**config.mk**
```make
export PLATFORM = sky130hd
export DESIGN_NAME = ap3_fifo_rd
export DESIGN_NICKNAME = d
export VERILOG_FILES = /design/src/rtl/ap3_fifo_pkg.sv /design/src/rtl/ap3_skid2.sv /design/src/rtl/ap3_fifo_rd.sv
export SDC_FILE = /design/constraint.sdc
export NUM_CORES = 1
export LEC_CHECK = 0
export BUFFER_PORTS_ARGS = -buffer_cell sky130_fd_sc_hd__buf_4
export CAP_MARGIN = 10
export CORE_MARGIN = 4
export CORE_UTILIZATION = 57
export DETAILED_ROUTE_END_ITERATION = 7
export PLACE_DENSITY = 0.87
export SYNTH_ARGS = -nofsm -noshare
export SYNTH_HDL_FRONTEND = slang
export SYNTH_SLANG_ARGS = --single-unit
```
**constraint.sdc**
```tcl
create_clock -name clk -period 7.65 [get_ports clk]
set_clock_uncertainty 0.1 [all_clocks]
set_input_delay 1.1475 -clock clk [delete_from_list [all_inputs] [get_ports clk]]
set_output_delay 1.1475 -clock clk [all_outputs]
set_load 0.01 [all_outputs]
```
**src/rtl/ap3_fifo_pkg.sv**
```systemverilog
// ap3_fifo_pkg: shared constants and types for the AP3 RAM FIFO read path
package ap3_fifo_pkg;
    localparam int FFLAG_EMPTY  = 0;
    localparam int FFLAG_AEMPTY = 1;
    localparam int RAM_RD_LAT   = 1;
    localparam int SKID_DEPTH   = 2;
    typedef logic [1:0] lvl_t;
endpackage

```
**src/rtl/ap3_skid2.sv**
```systemverilog
// ap3_skid2: 2-entry skid buffer capturing registered RAM read data
module ap3_skid2
    import ap3_fifo_pkg::*;
#(
    parameter int DATA_WIDTH = 32
) (
    input  logic                  clk,
    input  logic                  rst_n,
    input  logic                  clr,
    input  logic                  push,
    input  logic                  pop,
    input  logic [DATA_WIDTH-1:0] din,
    output logic [DATA_WIDTH-1:0] dout,
    output lvl_t                  level
);
    logic [DATA_WIDTH-1:0] head_q, head_d, tail_q, tail_d;
    lvl_t lvl_q, lvl_d;
    logic wr, rd;
    always_comb begin
        rd = pop && lvl_q != 2'd0;
        wr = push && (lvl_q != lvl_t'(SKID_DEPTH) || rd);
        lvl_d = clr ? 2'd0 : lvl_q + lvl_t'(wr) - lvl_t'(rd);
        head_d = rd ? (lvl_q == 2'd2 ? tail_q : din) : (wr && lvl_q == 2'd0 ? din : head_q);
        tail_d = wr && (lvl_q - lvl_t'(rd)) == 2'd1 ? din : tail_q;
    end
    always_ff @(posedge clk or negedge rst_n) begin
        if (!rst_n) begin
            head_q <= '0;
            tail_q <= '0;
            lvl_q  <= '0;
        end else begin
            head_q <= head_d;
            tail_q <= tail_d;
            lvl_q  <= lvl_d;
        end
    end
    assign dout  = head_q;
    assign level = lvl_q;
endmodule

```
**src/rtl/ap3_fifo_rd.sv**
```systemverilog
// ap3_fifo_rd: AP3 RAM FIFO-mode read controller presenting a valid/ready stream
module ap3_fifo_rd
    import ap3_fifo_pkg::*;
#(
    parameter int DATA_WIDTH = 32
) (
    input  logic                  clk,
    input  logic                  rst_n,
    input  logic                  fflush,
    input  logic [3:0]            ram_fflags,
    input  logic [DATA_WIDTH-1:0] ram_rdata,
    output logic                  ram_ren,
    output logic                  ram_fflush,
    output logic                  m_valid,
    input  logic                  m_ready,
    output logic [DATA_WIDTH-1:0] m_data,
    output logic [1:0]            level
);
    logic [RAM_RD_LAT-1:0] ren_q, ren_d;
    logic flush_q, flush_d, pop, push;
    logic [2:0] credit;
    logic unused_flags;
    assign unused_flags = ^ram_fflags[3:2];
    always_comb begin
        pop = m_valid & m_ready;
        credit = {1'b0, level} + 3'(ren_q) - 3'(pop);
        // flags exclude the read still in flight, so almost-empty blocks a second read
        ram_ren = rst_n & !ram_fflags[FFLAG_EMPTY] & !fflush & !flush_q
                & !(ren_q[0] & ram_fflags[FFLAG_AEMPTY]) & (credit < 3'(SKID_DEPTH));
        push = ren_q[RAM_RD_LAT-1] & !fflush & !flush_q;
        ren_d = ram_ren;
        flush_d = fflush;
    end
    always_ff @(posedge clk or negedge rst_n) begin
        if (!rst_n) begin
            ren_q   <= '0;
            flush_q <= 1'b0;
        end else begin
            ren_q   <= ren_d;
            flush_q <= flush_d;
        end
    end
    ap3_skid2 #(.DATA_WIDTH(DATA_WIDTH)) u_skid (
        .clk   (clk),
        .rst_n (rst_n),
        .clr   (fflush),
        .push  (push),
        .pop   (pop),
        .din   (ram_rdata),
        .dout  (m_data),
        .level (level)
    );
    assign m_valid    = level != 2'd0;
    assign ram_fflush = flush_q;
endmodule

```
---- Yosys cells after proc, flatten, opt, wreduce, memory -nomap -nowiden ----
Index checks and enable logic that the tools add are counted.
storage, ports and cells
  register bits after elaboration ......... 68
  input port bits ......................... 40
  output and inout bits ................... 37
  logic and storage cells ................. 39
operators by class
  add/subtract/negate cells ............... 5
  $lt $le $gt $ge ......................... 1
  equal/unequal tests ..................... 3
  mux-type cells .......................... 4
  bitwise operators ....................... 9
  reductions and logical operators ........ 12
operators by type and width
  kind                                                  number
  2-to-1 mux 32 bit                                     3
  AND 1 bit                                             9
  logical AND 1 bit                                     4
  logical NOT 1 bit                                     4
  nonzero test 2 bit                                    2
  subtractor 2 x 1 -> 2 bit                             2
  adder 2 x 1 -> 3 bit                                  1
  < comparator 3 x 2 -> 1 bit (second input constant)   1
  subtractor 3 x 1 -> 3 bit                             1
  adder 2 x 1 -> 2 bit                                  1
  equality test 2 x 1 -> 1 bit (second input constant)  1
  equality test 2 bit (second input constant)           1
  logical NOT 2 bit                                     1
  2-to-1 mux 2 bit                                      1
  inequality test 2 bit (second input constant)         1
  logical OR 1 bit                                      1

---- Longest topological paths before layout ----
  depth after elaboration ................. 8
  gate-level depth with buffers ........... 8
  gate-level depth less buffers ........... 7

---- Cells and area by module ----
A second synthesis with hierarchy kept.
second synthesis, totals
  cells, all modules ...................... 323
  area total of the unflattened synthesis .. 3792.4 um2
by module, submodules not included
  module       instances  cells each  area each (um2)  seq. area each (um2)
  ap3_skid2    1          310         3648.5           1651.6
  ap3_fifo_rd  1          13          143.9            50.0

---- Worst setup path after synthesis ----
No wires, ideal clock.
  kind .................................... input to output
  start ................................... input port m_ready
  end ..................................... output port ram_ren
  data arrival time ....................... 2.451 ns
  required time ........................... 6.403 ns
  slack ................................... 3.952 ns
  cell stages on the path ................. 6
  cells stage by stage .................... o21a_1 ha_1 nand2b_1 fa_1 nand4_1 nor2_1
between the ends
  word-level cells in the longest chain between the ends .. 4
RTL lines
  what                         line               text
  start: declaration           ap3_fifo_rd.sv:15  input logic m_ready,
  AND 1 bit                    ap3_fifo_rd.sv:25  pop = m_valid & m_ready;
  subtractor 3 x 1 -> 3 bit    ap3_fifo_rd.sv:26  credit = {1'b0, level} + 3'(ren_q) - 3'(pop);
  < comparator 3 x 2 -> 1 bit  ap3_fifo_rd.sv:29  & !(ren_q[0] & ram_fflags[FFLAG_AEMPTY]) & (credit < 3'(SKID_DEPTH));
  AND 1 bit                    ap3_fifo_rd.sv:29
  end: declaration             ap3_fifo_rd.sv:12  output logic ram_ren,
Every way passes these cells.

---- Final worst setup path ----
Same ends and word-level chain as after synthesis.

==> key figures <==
Floorplan
  – Die outline height: a little over 80 um
  – Num ports: 77
  – Initial Util: 58.57%
  – Die W: 82.99 um
  – Cell Rows: 27
  – Die area: approximately 7000 um2
  – Area of the core: between 5000 and 6000 um2

Synthesis
  – Ys Warns: 0
  – EDFF count, synth: 0
  – #FFs+latches synth: 68
  – Top FF cell, synth: dfrtp_1
  – Sequential area share after synthesis: a little over half
  – Largest area contributor in the netlist: dfrtp_1
  – Synthesized Nets: ~250
  – Async SR Flop Fraction: 100.0%
  – Yosys cell types: 25
  – Largest cells by area after synthesis: dfrtp_1 53%, mux2_2 23%, mux2_4 14%
  – Share of the synthesized area in the top cell type: 53.08%
  – Mapped Area: about 3200 um2
  – Syn Inst Count: 202
  – Avg Cell Area, Syn: approximately 16 um2

Global route
  – Grt ovf: 0
  – Largest net degree at the start of global routing: 70
  – Antenna violations before repair: 0
  – Global-route usage over all layers: a little under a fifth
  – Number of global-route vias before repair: 2032
  – Global-route wire length before repair: between 10000 and 15000 um

Clocking
  – Post-CTS setup buffers: 0
  – Clk sinks: approximately 70
  – Resize count post-CTS: 0
  – Root Driver: clkbuf_8
  – Deepest clock path buffer count: 2
  – CTS tree: done
  – CTS H-Tree Depth: 3
  – Worst-skew pair later-pin latency: 0.34 ns
  – Clock Pin Slew Worst Setup and Hold Paths: about 0.07 ns
  – TritonCTS Buffers: 9
  – Hold Buf Count CTS: 0

Final layout
  – # diodes: 0
  – Layout Nets: 324
  – Reg area: 1702 um2
  – Fraction of layout cells with a size suffix above 1: 66.08%
  – Post-layout util: approximately 70%
  – Fillers: 404
  – Area added between synthesis and finish: 22.95%
  – Multi-input gate area: 1409 um2

Min path
  – HP Class: flip-flop to flip-flop

Route
  – Avg WL per Cell: 16.59 um
  – DR vias: 1856
  – Vias/cell: 5.228
  – Post-route ant nets: 0
  – DRC Markers: 0
  – Total Wirelength: 5890 um
  – Starting DRT DRC Count: 67
  – Initial DRT Pass Iterations: 4

Setup path
  – Critical Path Start Type: input pin
  – Crit Path Class: input pin to output pin
  – Crit path max fanout: 4
  – CP arrival: 2.78 ns
  – Crit. End Element: output pin
  – Required @ worst endpoint: 6.40 ns

Outcome
  – Outcome: finished, final reports clean

Flow run
  – Max Cap Viol: 0

STA
  – Final hold slack: 0.4086 ns
  – Crit share post-route: between 50% and 60%
  – Unrepaired setup endpoints after global routing: no
  – Hold Violations, Final: 0
  – Final setup viols: 0
  – PnR worst setup slack: 3.623 ns
  – Worst-Margin Slew: 1.064 ns
  – Setup TNS: 0 ns
  – Slew Limit Fails: 0
  – Max Freq: 0.2484 GHz
  – Tmin final: between 4 and 5 ns
  – Worst slew margin: between 20% and 30%

Power and ir drop
  – Cell Pwr Density: between 300 and 400 nW/um2
  – Leak pwr: 0.002002 uW
  – Max VDD drop: between 0.00015 and 0.0002 V

Placed design
  – DP Wirelength: approximately 3900 um
  – Dpl ws: 3.627 ns
  – # port buffers: 74
  – GP Congestion: 0.7574
[registers in the layout, indices dropped and copies added (netlist names)]
signal	cells
u_skid.dout	32
u_skid.tail_q	32
u_skid.level	2
ram_fflush	1
ren_q	1
[cell families (layout without fill, tap and decap cells)]
| logic type | count (synthesis) | after routing | share of synthesized area (%) |
|---|---|---|---|
| fa+ha+maj | 6 | 6 | 2.576 |
| simple gates | 12 | 12 | 2.303 |
| buf+inv | 14 | 95 | 3.356 |
| compound gates | 3 | 3 | 0.6245 |
| flops | 68 | 68 | 53.08 |
| xor+xnor | 3 | 3 | 0.8198 |
| mux | 96 | 96 | 37.24 |
[routing by layer]
| layer | up-vias | routed length [um] | track usage [%] |
|---|---|---|---|
| li1 | 863 | - | - |
| met1 | 933 | 2534 | 23.22 |
| met2 | 48 | 2982 | 30.03 |
| met3 | 12 | 272 | 5.655 |
| met4 | 0 | 101 | 6.835 |
| met5 | - | 0 | 0 |
[worst max-delay path, cell delays in order]
cell      delay, ns
buf_4          0.12
o21a_1         0.14
ha_1           0.33
nand2b_1       0.16
fa_1           0.49
nand4_1        0.08
nor2_1         0.16
buf_4          0.14
[path summary, 6_finish.rpt]
path	startpoint	end	slack [ns]	cells after the start
max in group asynchronous	rst_n	u_skid.dout[14]$_DFFE_PN0P_	6.09	1
min reg2reg	u_skid.tail_q[20]$_DFFE_PN0P_	u_skid.tail_q[20]$_DFFE_PN0P_	0.41	1
min in group asynchronous	rst_n	u_skid.tail_q[25]$_DFFE_PN0P_	0.80	1
max reg2reg	u_skid.level[1]$_DFF_PN0_	u_skid.tail_q[23]$_DFFE_PN0P_	4.52	6
max	m_ready	ram_ren	3.62	8
min	u_skid.tail_q[20]$_DFFE_PN0P_	u_skid.tail_q[20]$_DFFE_PN0P_	0.41	1
[per-stage QoR]
stage | total power, uW | std cells | area [um2]
after global placement | 1093 | 339 | 3779
after global routing | 1442 | 355 | 3941
after CTS | 1373 | 355 | 3941
final | 1355 | 355 | 3941
after floorplan | 881.5 | 202 | 3206
after detailed placement | 1117 | 339 | 3779
[synthesized netlist by cell type (2+ instances only)]
cell type and number:
mux2_2 66, ha_1 5, clkbuf_1 3, inv_1 4
buf_2 3, dfrtp_1 68, xnor2_1 2, buf_12 2
nor2_1 4, mux2_4 30
[power breakdown]
part	internal (uW)	total, uW	switching, uW
sequential	491	567	75.6
combinational	331	534	204
clock	126	254	128
[cells in the final DEF, fill, tap and decap left out, drive strengths merged]
master and instances:
a21oi 1, buf 75, clkbuf 14, clkinv 2, dfrtp 68, fa 1, ha 5, inv 4
mux2 96, nand2b 1, nand3b 1, nand4 1, nor2 4, nor2b 1, nor3b 1, o21a 1
o21bai 1, or2 1, or3b 1, or4 1, xnor2 2, xor2 1
[cell type report]
class | count | share of cell area [%]
Sequential cell | 68 | 43.17
Tap cell | 72 | 2.286
Clock inverter | 2 | 0.2540
Multi-Input combinational cell | 120 | 35.75
Timing Repair Buffer | 75 | 14.29
Inverter | 4 | 0.3810
Clock buffer | 14 | 3.873
Note: power is estimated with default switching activity, not from simulation.
